## src/rtl/fsm_pkg.sv

```systemverilog
// Shared state encoding for the per-channel debounce FSM.
package fsm_pkg;

   typedef enum logic [1:0] {
      ST_LO   = 2'd0,
      CONF_HI = 2'd1,
      ST_HI   = 2'd2,
      CONF_LO = 2'd3
   } state_t;

endpackage

```

## src/rtl/fsm_debounce_chan.sv

```systemverilog
// Single-channel debouncer: y changes only after STABLE consecutive samples
// differing from the current level; rise/fall pulse on that change.
module fsm_debounce_chan
   import fsm_pkg::*;
#(
   parameter int unsigned STABLE = 3
) (
   input  logic clk,
   input  logic reset,
   input  logic x,
   output logic y,
   output logic rise,
   output logic fall
);

   localparam int unsigned W = $clog2(STABLE + 1);
   localparam logic [W-1:0] LAST = W'(STABLE);
   localparam logic [W-1:0] ONE  = W'(1);

   state_t         state;
   logic [W-1:0]   cnt;

   always_ff @(posedge clk or posedge reset) begin
      if (reset) begin
         state <= ST_LO;
         cnt   <= '0;
         y     <= 1'b0;
         rise  <= 1'b0;
         fall  <= 1'b0;
      end else begin
         rise <= 1'b0;
         fall <= 1'b0;
         unique case (state)
            ST_LO: begin
               if (x) begin
                  if (STABLE == 1) begin
                     state <= ST_HI;
                     y     <= 1'b1;
                     rise  <= 1'b1;
                  end else begin
                     state <= CONF_HI;
                     cnt   <= ONE;
                  end
               end
            end
            CONF_HI: begin
               if (!x) begin
                  // Glitch rejected: drop the partial count, outputs untouched.
                  state <= ST_LO;
                  cnt   <= '0;
               end else if (cnt + ONE == LAST) begin
                  state <= ST_HI;
                  cnt   <= '0;
                  y     <= 1'b1;
                  rise  <= 1'b1;
               end else begin
                  cnt <= cnt + ONE;
               end
            end
            ST_HI: begin
               if (!x) begin
                  if (STABLE == 1) begin
                     state <= ST_LO;
                     y     <= 1'b0;
                     fall  <= 1'b1;
                  end else begin
                     state <= CONF_LO;
                     cnt   <= ONE;
                  end
               end
            end
            CONF_LO: begin
               if (x) begin
                  state <= ST_HI;
                  cnt   <= '0;
               end else if (cnt + ONE == LAST) begin
                  state <= ST_LO;
                  cnt   <= '0;
                  y     <= 1'b0;
                  fall  <= 1'b1;
               end else begin
                  cnt <= cnt + ONE;
               end
            end
         endcase
      end
   end

endmodule

```

## src/rtl/fsm_debounce_multi.sv

```systemverilog
// CH independent debounce channels; define FSM_DEBOUNCE_SYNC_EN to insert a
// 2-flop input synchroniser (2 cycles extra latency) ahead of each channel.
module fsm_debounce_multi #(
   parameter int unsigned CH     = 4,
   parameter int unsigned STABLE = 3
) (
   input  logic          clk,
   input  logic          reset,
   input  logic [CH-1:0] x,
   output logic [CH-1:0] y,
   output logic [CH-1:0] rise,
   output logic [CH-1:0] fall
);

   logic [CH-1:0] xs;

`ifdef FSM_DEBOUNCE_SYNC_EN
   logic [CH-1:0] sync1, sync2;

   always_ff @(posedge clk or posedge reset) begin
      if (reset) begin
         sync1 <= '0;
         sync2 <= '0;
      end else begin
         sync1 <= x;
         sync2 <= sync1;
      end
   end

   assign xs = sync2;
`else
   assign xs = x;
`endif

   for (genvar i = 0; i < CH; i++) begin : g_chan
      fsm_debounce_chan #(
         .STABLE(STABLE)
      ) u_chan (
         .clk  (clk),
         .reset(reset),
         .x    (xs[i]),
         .y    (y[i]),
         .rise (rise[i]),
         .fall (fall[i])
      );
   end

endmodule
```

## config.mk

```make
export PLATFORM = sky130hd
export DESIGN_NAME = fsm_debounce_multi
export DESIGN_NICKNAME = d
export VERILOG_FILES = /design/src/rtl/fsm_pkg.sv /design/src/rtl/fsm_debounce_chan.sv /design/src/rtl/fsm_debounce_multi.sv
export SDC_FILE = /design/constraint.sdc
export NUM_CORES = 1
export LEC_CHECK = 0
export ABC_AREA = 1
export CAP_MARGIN = 20
export CORE_MARGIN = 10
export CORE_UTILIZATION = 47
export DETAILED_ROUTE_END_ITERATION = 7
export PLACE_DENSITY = 0.73
export SLEW_MARGIN = 25
export SYNTH_ARGS = -nofsm -noshare
export SYNTH_HDL_FRONTEND = slang
export SYNTH_SLANG_ARGS = --single-unit
```

## constraint.sdc

```tcl
create_clock -name clk -period 1 [get_ports clk]
set_input_delay 0.2 -clock clk [delete_from_list [all_inputs] [get_ports clk]]
set_output_delay 0.2 -clock clk [all_outputs]
set_load 0.005 [all_outputs]
```

== Yosys cells after proc, flatten, opt, wreduce, memory -nomap -nowiden ==
Index checks and enable logic that the tools add are counted.

* Register bits after elaboration: 28
* Latch bits: 0
* Memory bits (writable): 0
* Memory bits (read-only): 0
* Input bits: 6
* Memories kept: 0

* $add $sub $neg: 4
* $mul: 0
* Div/mod/pow operators: 0
* Order comparisons: 0
* Equal/unequal tests: 48
* Shifts and indexed selects: 0
* Mux-type cells: 88
* Bitwise gates (word level): 0
* Reduce and logical (&&, ||, !) cells: 20

{| class="wikitable"
|+ Operators with widths
! operator !! number
|-
| two-way mux 2 bit || 40
|-
| case mux 2 bit (4 select lines) || 8
|-
| two-way mux 1 bit || 36
|-
| != test 2 bit, second input constant || 16
|-
| == test 2 bit, second input constant || 12
|-
| != test 3 x 2 -> 1 bit, second input constant || 8
|-
| AND reduction 5 bit || 4
|-
| != test 2 x 1 -> 1 bit, second input constant || 8
|-
| AND reduction 4 bit || 4
|-
| adder 2 x 1 -> 2 bit, second input constant || 4
|-
| == test 2 x 1 -> 1 bit, second input constant || 4
|-
| logical NOT 2 bit || 4
|-
| case mux 1 bit (2 select lines) || 4
|-
| AND reduction 2 bit || 4
|-
| nonzero test 2 bit || 4
|}

== Longest topological paths before layout ==
Gate-level depths: netlist of the first run.

* Depth in word-level cells: 5
* Depth in mapped cells: 6

== Cells and area by module ==
Synthesis of the first run repeated with hierarchy kept, for this count alone.

* Cell total of the unflattened synthesis: 140
* Area, all modules: 1201.2 sq um

{| class="wikitable"
|+ By module, submodules not included
! module !! instances !! cells each !! area an instance (sq um) !! sequential area each (sq um)
|-
| fsm_debounce_chan || 4 || 35 || 300.3 || 175.2
|}

== Worst setup path after synthesis of the first run ==
Ideal clock, no wire load.

* Path type: register to register
* From: register g_chan[3].u_chan.cnt[0]
* To: register g_chan[3].u_chan.y
* Library setup time: 129 ps
* Arrival time: 788 ps
* Data required time: 871 ps
* Setup slack: 83 ps
* Stages on the path, launching flop included: 5
* Buffers on the path: 0
* Clock period less this slack: 917 ps
* Path through: dfrtp_1 inv_1 nand3_1 o21ai_0 o21ai_0

* Longest elaborated chain between the ends: 4
* Elaborated cells between the ends (all ways): 5
* Those cells by class: 1 x add/sub; 3 x eq/ne; 1 x reduce/logical

{| class="wikitable"
|+ Ends and longest elaborated chain
! element !! line !! text
|-
| start, declared || fsm_debounce_chan.sv:21 || <nowiki>logic [W-1:0] cnt;</nowiki>
|-
| start signal, assigned || fsm_debounce_chan.sv:57 || <nowiki>cnt <= cnt + ONE;</nowiki>
|-
| start signal, assigned || fsm_debounce_chan.sv:82 || <nowiki>cnt <= cnt + ONE;</nowiki>
|-
| adder 2 x 1 -> 2 bit * || fsm_debounce_chan.sv:51, fsm_debounce_chan.sv:76 ||
|-
| == test 2 bit * || fsm_debounce_chan.sv:51, fsm_debounce_chan.sv:76 ||
|-
| != test 2 x 1 -> 1 bit (no source line) || - ||
|-
| AND reduction 5 bit (no source line) * || - ||
|-
| end signal, assigned || fsm_debounce_chan.sv:54 || <nowiki>y <= 1'b1;</nowiki>
|-
| end signal, assigned || fsm_debounce_chan.sv:64 || <nowiki>y <= 1'b0;</nowiki>
|-
| end signal, assigned || fsm_debounce_chan.sv:79 || <nowiki>y <= 1'b0;</nowiki>
|-
| end, declared || fsm_debounce_chan.sv:11 || <nowiki>output logic y,</nowiki>
|}

Mark *: on every way between the ends. The rest lies on a longest branch, timed or not.
A chain may end at the register's enable or synchronous reset.

== Worst setup path after layout of the first run ==
* From: register g_chan[2].u_chan.y
* To: output y[2]

{| class="wikitable"
|+ RTL lines
! element !! line !! text
|-
| start, declared || fsm_debounce_chan.sv:11 ||
|-
| start signal, assigned || fsm_debounce_chan.sv:27 || <nowiki>y <= 1'b0;</nowiki>
|-
| start signal, assigned || fsm_debounce_chan.sv:38 || <nowiki>y <= 1'b1;</nowiki>
|-
| start signal, assigned || fsm_debounce_chan.sv:54 ||
|-
| end, declared || fsm_debounce_multi.sv:10 || <nowiki>output logic [CH-1:0] y,</nowiki>
|}

No word-level cell between the ends.

==> impl_metrics.csv, run 1 <==
group,metric,value,unit
setup_path,worst-path-buf-inv,1,
final_layout,n_antenna_cell,0,
setup_path,path_cells,"buf_2",
setup_path,cp.required,0.80,ns
global_routing,grt_usage,8.263,%
clocking,clkTransAtPathRegs,0.14,ns
job,maxCapViolations,0,
placed_design,dp_cells,180,
setup_path,cp.depth,1,
final_layout,area.growth.synth_to_final,21.82,%
sta,setup_viol_count_final,12,
clocking,cts_root_buffer,"clkbuf_4",
logic_synthesis,ys_seq_area_share,56.57,%
placed_design,dp_hpwl,1540,µm
power,power.leakage,0.8390,nW
min_path,hp-class,"in -> async",
power,vdd_drop_max,1.746,mV
outcome,violations,"negative setup slack",
logic_synthesis,yosysWarnings,0,
sta,setup_slack,-0.04065,ns
floorplan,initial_core_util,49.55,%
placed_design,routabilityCongestion,0.7873,
detailed_routing,first_pass_iters,4,
floorplan,rows,18,
clocking,numCtsBuffers,3,
clocking,cts.path.max_buffers,2,
setup_path,crit_fanout,2,
final_layout,multi_input_area,407.9,µm²
placed_design,numPortBuffers,17,
detailed_routing,drt-total-wl,2141,µm
detailed_routing,drc,0,
power,power.total,3.857,mW
floorplan,die_w,71.34,µm
logic_synthesis,yosys.area.top_type,"dfrtp_1",
clocking,h-tree-depth,1,
setup_path,reg2reg_slack,0.04,ns
detailed_routing,ant_nets,0,
logic_synthesis,synth_top_area_share,56.57,%
setup_path,cpPeakStageDelay,0.40,ns
sta,finClkSkew,0.005068,ns
final_layout,register_area,701.9,µm²
setup_path,cp_top_family,"flip-flops",
logic_synthesis,synth_nets,142,
global_routing,grt_overflow,0,
floorplan,pin_count,18,
sta,maxSlewViolCount,0,
power,seqPwrFrac,49.6,%
floorplan,core,0.002500,mm²
detailed_routing,dr.first_iter.drc_count,32,
sta,slew_headroom,84.99,%
sta,setup_tns,-0.3197,ns
clocking,cts_sinks,28,
logic_synthesis,syn_inst,136,
setup_path,startpoint,"g_chan[2].u_chan.y",
detailed_routing,vias_per_cell,4.816,
setup_path,cp.arrival,0.84,ns
sta,fmax,960.9,MHz
global_routing,grt_pass1_vias,872,
setup_path,reg2reg_to,"g_chan[0].u_chan.y",
power,intPower,2.410,mW
logic_synthesis,ys_ff_latch,28,
logic_synthesis,syn_avg_cell_area,9.108,µm²
clocking,clk_latency,0.32,ns
final_layout,finalNetCount,167,
global_routing,antenna_found_initial,0,
sta,period_share,104.1,%
power,p_sw_share,37.52,%
power,power.switching,1.447,mW
floorplan,die_h,71.34,µm
setup_path,reg2regPathDepth,3,
final_layout,fin_util,60.36,%
setup_path,cp-end-kind,"primary output",
setup_path,start_kind,"flip-flop",
power,power.density,2556,mW/mm²
detailed_routing,vias,915,
setup_path,worstSetupPathType,"reg -> out",
sta,min_period,1.041,ns
setup_path,reg2reg_from,"g_chan[0].u_chan.cnt[0]",
final_layout,drive_gt1_share,35.00,%
sta,hold-worst-slack,0.1807,ns
final_layout,layoutNonFillerInstCount,190,
floorplan,dieArea,0.005089,mm²
global_routing,grt_max_degree,29,
final_layout,fillCellCount,197,
sta,rsz0062_at_grt,"true",
power,pwr-share-clk,13.6,%
outcome,status,"complete, but fails checks",
logic_synthesis,synth_cell_types,17,
global_routing,grt_pass1_wl,3588,µm
sta,worstMarginPinSlew,0.2245,ns
sta,hold_viol_final,0,
setup_path,cp_slowest_cell,"dfrtp_1",
power,combPwrFrac,36.8,%
detailed_routing,wl_per_cell,11.27,µm
logic_synthesis,yosys-top-cells-area,"dfrtp_1, nand2_1, buf_4, inv_1, o21ai_0",
clocking,cts_tree,"built",
logic_synthesis,synth_area,0.001239,mm²
[placed cells by master, fill, tap and decap left out, types with 2 or more instances in the layout]
master,netlist,routed
buf_2,0,12
buf_4,12,14
clkbuf_4,0,3
clkdlybuf4s50_1,0,5
dfrtp_1,28,27
inv_1,23,18
inv_2,1,6
nand2_1,29,23
nand2_2,2,6
nand2_4,0,2
nand3_1,5,4
nand3_2,1,2
nand4_1,3,3
nor2_1,11,9
nor2_2,1,2
nor2_4,1,2
o21ai_0,15,8
o21ai_1,0,6
[worst max-delay path by stage]
| stage | to | slack (ns) |
|---|---|---|
| 2_1_floorplan | g_chan[3].u_chan.y | 0.08 |
| 3_3_place_gp | g_chan[2].u_chan.cnt[0] | -0.24 |
| 3_5_place_dp | g_chan[1].u_chan.cnt[0] | -0.34 |
| 4_1_cts | y[0] | -0.06 |
| 5_1_grt | y[2] | -0.1 |
| 6_report | y[2] | -0.04 |
[metrics by stage]
step           cell area [µm²]  worst slack (ns)
2_1_floorplan             1239           0.08328
3_3_place_gp              1436           -0.2396
3_5_place_dp              1436           -0.3415
4_1_cts                   1433          -0.06165
5_1_grt                   1509          -0.09982
6_report                  1509          -0.04065
[routing by layer]
metal / share of wire, % / vias up / GRT usage [%]
met1: 43 / 440 / 8.415
met2: 51 / 13 / 15.00
met5: 0 / - / 0
li1: - / 460 / -
met4: 0.61 / 0 / 2.366
met3: 5.3 / 2 / 3.444
[cell type report]
| type | instances | area share (%) |
|---|---|---|
| Clock buffer | 4 | 2.405 |
| Inverter | 24 | 5.970 |
| Multi-Input combinational cell | 72 | 27.03 |
| Sequential cell | 28 | 46.52 |
| Tap cell | 30 | 2.488 |
| Timing Repair Buffer | 32 | 15.59 |
[worst reg2reg max path, stage by stage, from the launching register on]
cell and delay (ns):
dfrtp_2 0.48, nor3_4 0.27, nand3_2 0.11, nand2_1 0.06
[cell families after synthesis]
| family | after synthesis | share of synthesized area [%] |
|---|---|---|
| AND/OR/NAND/NOR | 57 | 22.83 |
| buffers and inverters | 36 | 14.55 |
| flip-flops | 28 | 56.57 |
| AO/OA/AOI/OAI | 15 | 6.060 |
[repair_timing]
item                                    CTS  global route
setup buffers                             2             4
gates resized for setup                  50            25
hold buffers                              0             0
endpoints found under the setup margin   14            28
pin swaps                                 0             7
endpoints found under the hold margin     0             0
[power groups by stage]
stage / clock (mW) / sequential (mW) / combinational, mW
6_report: 0.523 / 1.91 / 1.42
3_5_place_dp: 0 / 1.88 / 1.17
3_3_place_gp: 0 / 1.85 / 1.10
2_1_floorplan: 0 / 1.81 / 0.826
5_1_grt: 0.591 / 1.97 / 1.61
4_1_cts: 0.546 / 1.86 / 1.16
[synthesized netlist by cell type, drive strengths merged]
cell type,n
and2,1
buf,12
dfrtp,28
inv,24
nand2,31
nand3,6
nand3b,1
nand4,3
nor2,13
nor3,1
nor4,1
o21ai,15
No activity file was read; power rests on OpenSTA's default activity.
==> inputs of run 2 (changes only) <==
Settings changed: CORE_UTILIZATION 47 to 45, PLACE_DENSITY 0.73 to 0.71.
==> impl_metrics.csv, run 2 (synthesized netlist as in run 1, its figures left out) <==
group,metric,value,unit
sta,fmax,936.4,MHz
setup_path,cp.arrival,0.87,ns
setup_path,worst-path-buf-inv,1,
detailed_routing,vias,897,
setup_path,crit_fanout,2,
detailed_routing,drt-total-wl,2250,µm
floorplan,rows,18,
sta,finClkSkew,0.003872,ns
global_routing,grt_pass1_wl,3450,µm
placed_design,place_ws,-0.2892,ns
global_routing,grt_max_degree,29,
power,vdd_drop_max,1.250,mV
final_layout,layoutNonFillerInstCount,188,
detailed_routing,wl_per_cell,11.97,µm
sta,maxSlewViolCount,0,
clocking,clkTransAtPathRegs,0.15,ns
global_routing,antenna_found_initial,0,
sta,rsz0062_at_grt,"true",
clocking,cts_tree,"built",
floorplan,pin_count,18,
setup_path,reg2reg_from,"g_chan[0].u_chan.cnt[0]",
floorplan,die_w,72.47,µm
sta,slew_headroom,84.52,%
sta,setup_slack,-0.06791,ns
power,power.density,2547,mW/mm²
clocking,cts_root_buffer,"clkbuf_4",
placed_design,dp_cells,181,
detailed_routing,drc,0,
setup_path,reg2reg_slack,0.02,ns
floorplan,die_h,72.47,µm
placed_design,routabilityCongestion,0.7962,
placed_design,numPortBuffers,17,
final_layout,layout_commonest_cell,"dfrtp_1",
final_layout,n_antenna_cell,0,
detailed_routing,ant_nets,0,
job,maxCapViolations,0,
clocking,clk_latency,0.33,ns
setup_path,reg2reg_to,"g_chan[0].u_chan.y",
clocking,cts_hold_buf,0,
setup_path,cp.required,0.80,ns
clocking,numCtsBuffers,3,
outcome,violations,"negative setup slack",
min_path,hp-class,"in -> async",
detailed_routing,first_pass_iters,4,
detailed_routing,vias_per_cell,4.771,
clocking,cts.path.max_buffers,2,
setup_path,path_cells,"buf_2",
global_routing,grt_overflow,0,
final_layout,layout_common_cells,"dfrtp_1, nand2_1, inv_1",
final_layout,area.growth.synth_to_final,20.71,%
floorplan,core,0.002545,mm²
placed_design,dp_hpwl,1575,µm
outcome,status,"complete, but fails checks",
sta,hold_viol_final,0,
setup_path,cp-end-kind,"primary output",
setup_path,reg2regPathDepth,3,
sta,period_share,106.8,%
clocking,h-tree-depth,1,
sta,worstMarginPinSlew,0.2297,ns
final_layout,finalNetCount,165,
sta,setup_viol_count_final,12,
global_routing,grt_usage,8.243,%
floorplan,dieArea,0.005251,mm²
setup_path,start_kind,"flip-flop",
clocking,cts_sinks,28,
detailed_routing,dr.first_iter.drc_count,47,
setup_path,worstSetupPathType,"reg -> out",
setup_path,cpPeakStageDelay,0.41,ns
sta,min_period,1.068,ns
setup_path,cp_slowest_cell,"dfrtp_1",
floorplan,initial_core_util,48.67,%
setup_path,cp_top_family,"flip-flops",
power,power.leakage,0.8379,nW
global_routing,grt_pass1_vias,833,
final_layout,drive_gt1_share,32.91,%
[run 2: cell type report]
class,instances,area (µm²)
fill,227,1050
multi-input combinational,72,406.6
inverter,24,90.09
tap,30,37.54
sequential,28,701.9
clock buffer,4,36.28
timing repair buffer,30,222.7
[run 2: what timing repair did]
action	CTS	global route
resized for setup	48	25
setup endpoints to repair	13	30
pin swaps	0	7
buffers inserted	0	3
[run 2: worst max-delay path by stage]
stage,from,endpoint,slack [ns],cells after the start
detailed placement,x[1],g_chan[1].u_chan.cnt[0],-0.29,6
finish,g_chan[3].u_chan.y,y[3],-0.07,1
CTS,g_chan[3].u_chan.y,y[3],-0.08,1
floorplan,g_chan[3].u_chan.cnt[0],g_chan[3].u_chan.y,0.08,4
global route,g_chan[2].u_chan.y,y[2],-0.12,1
global placement,x[1],g_chan[1].u_chan.cnt[0],-0.25,6
[run 2: worst min-delay path: stages]
cell             delay (ns)
clkdlybuf4s50_1        0.39
inv_1                  0.09
buf_12                 0.19
[run 2: per-stage QoR]
| stage | util, % | total power [mW] | instance area [µm²] | setup TNS, ns | hold slack (ns) |
|---|---|---|---|---|---|
| after global placement | 56.74 | 2.967 | 1444 | -3.631 | 0.4593 |
| after detailed placement | 56.74 | 3.061 | 1444 | -4.154 | 0.4666 |
| after global routing | 58.75 | 4.117 | 1495 | -1.300 | 0.1663 |
| after CTS | 55.80 | 3.545 | 1420 | -0.7468 | 0.1716 |
| after floorplan | - | 2.637 | 1239 | 0 | 0.2654 |
| final | 58.75 | 3.808 | 1495 | -0.5471 | 0.1684 |
[run 2: layer usage]
metal | up-vias | wire length [µm] | track usage (%) | share of wire [%]
met4 | 0 | 73 | 6.329 | 3.2
li1 | 455 | - | - | -
met3 | 6 | 150 | 2.721 | 6.7
met5 | - | 0 | 0 | 0
met2 | 18 | 1134 | 13.90 | 50
met1 | 418 | 891 | 8.213 | 40
[run 2: power breakdown]
group / switching [mW] / internal [mW]
clock network: 0.334 / 0.223
registers: 0.406 / 1.52
logic: 0.722 / 0.602
==> inputs of run 3 (changes only) <==
Settings changed: SKIP_LAST_GASP set to 1.
==> impl_metrics.csv, run 3 (synthesized netlist as in run 1, its figures left out) <==
group,metric,value,unit
setup_path,cp_top_family,"flip-flops",
detailed_routing,drt-total-wl,2252,µm
power,pwr-share-clk,14.7,%
final_layout,n_antenna_cell,0,
sta,worstMarginPinSlew,0.2297,ns
detailed_routing,wl_per_cell,11.98,µm
floorplan,die_w,72.47,µm
setup_path,start_kind,"flip-flop",
clocking,cts.path.max_buffers,2,
setup_path,reg2regPathDepth,4,
detailed_routing,vias,897,
final_layout,area.growth.synth_to_final,20.10,%
placed_design,routabilityCongestion,0.7962,
sta,hold_viol_final,0,
power,power.total,3.777,mW
power,power.density,2539,mW/mm²
sta,slew_headroom,84.52,%
setup_path,cp.required,0.80,ns
job,maxCapViolations,0,
floorplan,die_h,72.47,µm
global_routing,grt_usage,8.243,%
setup_path,path_cells,"buf_2",
setup_path,cpPeakStageDelay,0.41,ns
floorplan,core,0.002545,mm²
placed_design,numPortBuffers,17,
global_routing,grt_pass1_wl,3450,µm
clocking,clkTransAtPathRegs,0.15,ns
floorplan,initial_core_util,48.67,%
sta,min_period,1.065,ns
clocking,cts_root_buffer,"clkbuf_4",
setup_path,reg2reg_from,"g_chan[3].u_chan.cnt[0]",
detailed_routing,dr.first_iter.drc_count,39,
sta,setup_slack,-0.06540,ns
floorplan,pin_count,18,
final_layout,layoutNonFillerInstCount,188,
setup_path,cp-end-kind,"primary output",
global_routing,grt_overflow,0,
power,seqPwrFrac,50.6,%
setup_path,startpoint,"g_chan[3].u_chan.y",
power,p_sw_share,38.08,%
power,power.leakage,0.8392,nW
power,vdd_drop_max,1.251,mV
final_layout,layout_common_cells,"dfrtp_1, nand2_1, inv_1",
final_layout,drive_gt1_share,32.28,%
min_path,hp-class,"in -> async",
final_layout,final_cell_area,0.001488,mm²
clocking,cts_tree,"built",
setup_path,cp.depth,1,
detailed_routing,drc,0,
sta,setup_viol_count_final,12,
clocking,h-tree-depth,1,
setup_path,cp.arrival,0.87,ns
global_routing,grt_max_degree,29,
final_layout,fillCellCount,229,
setup_path,worstSetupPathType,"reg -> out",
setup_path,worst-path-buf-inv,1,
sta,fmax,938.6,MHz
clocking,numCtsBuffers,3,
placed_design,placedInstanceArea,0.001444,mm²
final_layout,finalNetCount,165,
placed_design,dp_cells,181,
sta,finClkSkew,0.003880,ns
sta,period_share,106.5,%
detailed_routing,first_pass_iters,4,
power,intPower,2.339,mW
placed_design,dp_hpwl,1575,µm
sta,maxSlewViolCount,0,
setup_path,reg2reg_to,"g_chan[3].u_chan.y",
detailed_routing,vias_per_cell,4.771,
floorplan,dieArea,0.005251,mm²
clocking,clk_latency,0.33,ns
detailed_routing,ant_nets,0,
power,combPwrFrac,34.6,%
power,power.switching,1.438,mW
outcome,status,"complete, but fails checks",
setup_path,crit_fanout,2,
global_routing,antenna_found_initial,0,
setup_path,cp_slowest_cell,"dfrtp_1",
setup_path,crit_end,"y[3]",
clocking,cts_sinks,28,
outcome,violations,"negative setup slack",
sta,rsz0062_at_grt,"true",
global_routing,grt_pass1_vias,833,
final_layout,layout_commonest_cell,"dfrtp_1",
setup_path,reg2reg_slack,0,ns
floorplan,rows,18,
## run 3: changes by cell type in the layout (fill, tap and decap cells not counted)
cell / before / now
o21ai_1: 3 / 1
nand3_4: 1 / 0
o21ai_0: 11 / 13
inv_1: 16 / 17
inv_2: 8 / 7
nand3_2: 1 / 2
## run 3: repair_timing
item,4_1_cts,5_1_grt
setup endpoints to repair,13,30
buffers inserted,0,3
resized for setup,48,21
hold buffers,0,0
pin swaps,0,7
## run 3: stage by stage
step | TNS (ns) | util [%] | setup slack [ns] | hold WS, ns
2_1_floorplan | 0 | - | 0.08328 | 0.2654
3_3_place_gp | -3.631 | 56.74 | -0.2525 | 0.4593
3_5_place_dp | -4.154 | 56.74 | -0.2892 | 0.4666
4_1_cts | -0.7468 | 55.80 | -0.07958 | 0.1716
5_1_grt | -1.406 | 58.46 | -0.1221 | 0.1663
6_report | -0.5417 | 58.46 | -0.06540 | 0.1686
## run 3: worst min path at each step
stage                               to  slack, ns  cells after the start
2_1_floorplan                async pin       0.27                      1
4_1_cts        g_chan[2].u_chan.cnt[1]       0.17                      3
3_5_place_dp        g_chan[1].u_chan.y       0.47                      2
6_report       g_chan[2].u_chan.cnt[1]       0.17                      3
3_3_place_gp        g_chan[1].u_chan.y       0.46                      2
5_1_grt        g_chan[2].u_chan.cnt[1]       0.17                      3
## run 3: metal layers
layer	share of wire [%]	track usage (%)	wire (µm)
met1	40	8.213	895
met2	50	13.90	1123
met3	7.1	2.721	159
met4	3.2	6.329	73
met5	0	0	0
## run 3: cell type report
cell class                      count  area [µm²]  area share, %
Clock buffer                        4       36.28          2.439
Inverter                           24       90.09          6.055
Multi-Input combinational cell     72       399.1          26.83
Sequential cell                    28       701.9          47.18
Tap cell                           30       37.54          2.523
Timing Repair Buffer               30       222.7          14.97
## run 3: power by group through the flow
stage | logic (mW) | registers (mW) | clock network, mW
after CTS | 1.11 | 1.86 | 0.570
after floorplan | 0.826 | 1.81 | 0
final | 1.31 | 1.91 | 0.556
after detailed placement | 1.17 | 1.89 | 0
after global routing | 1.49 | 1.97 | 0.627
after global placement | 1.12 | 1.85 | 0
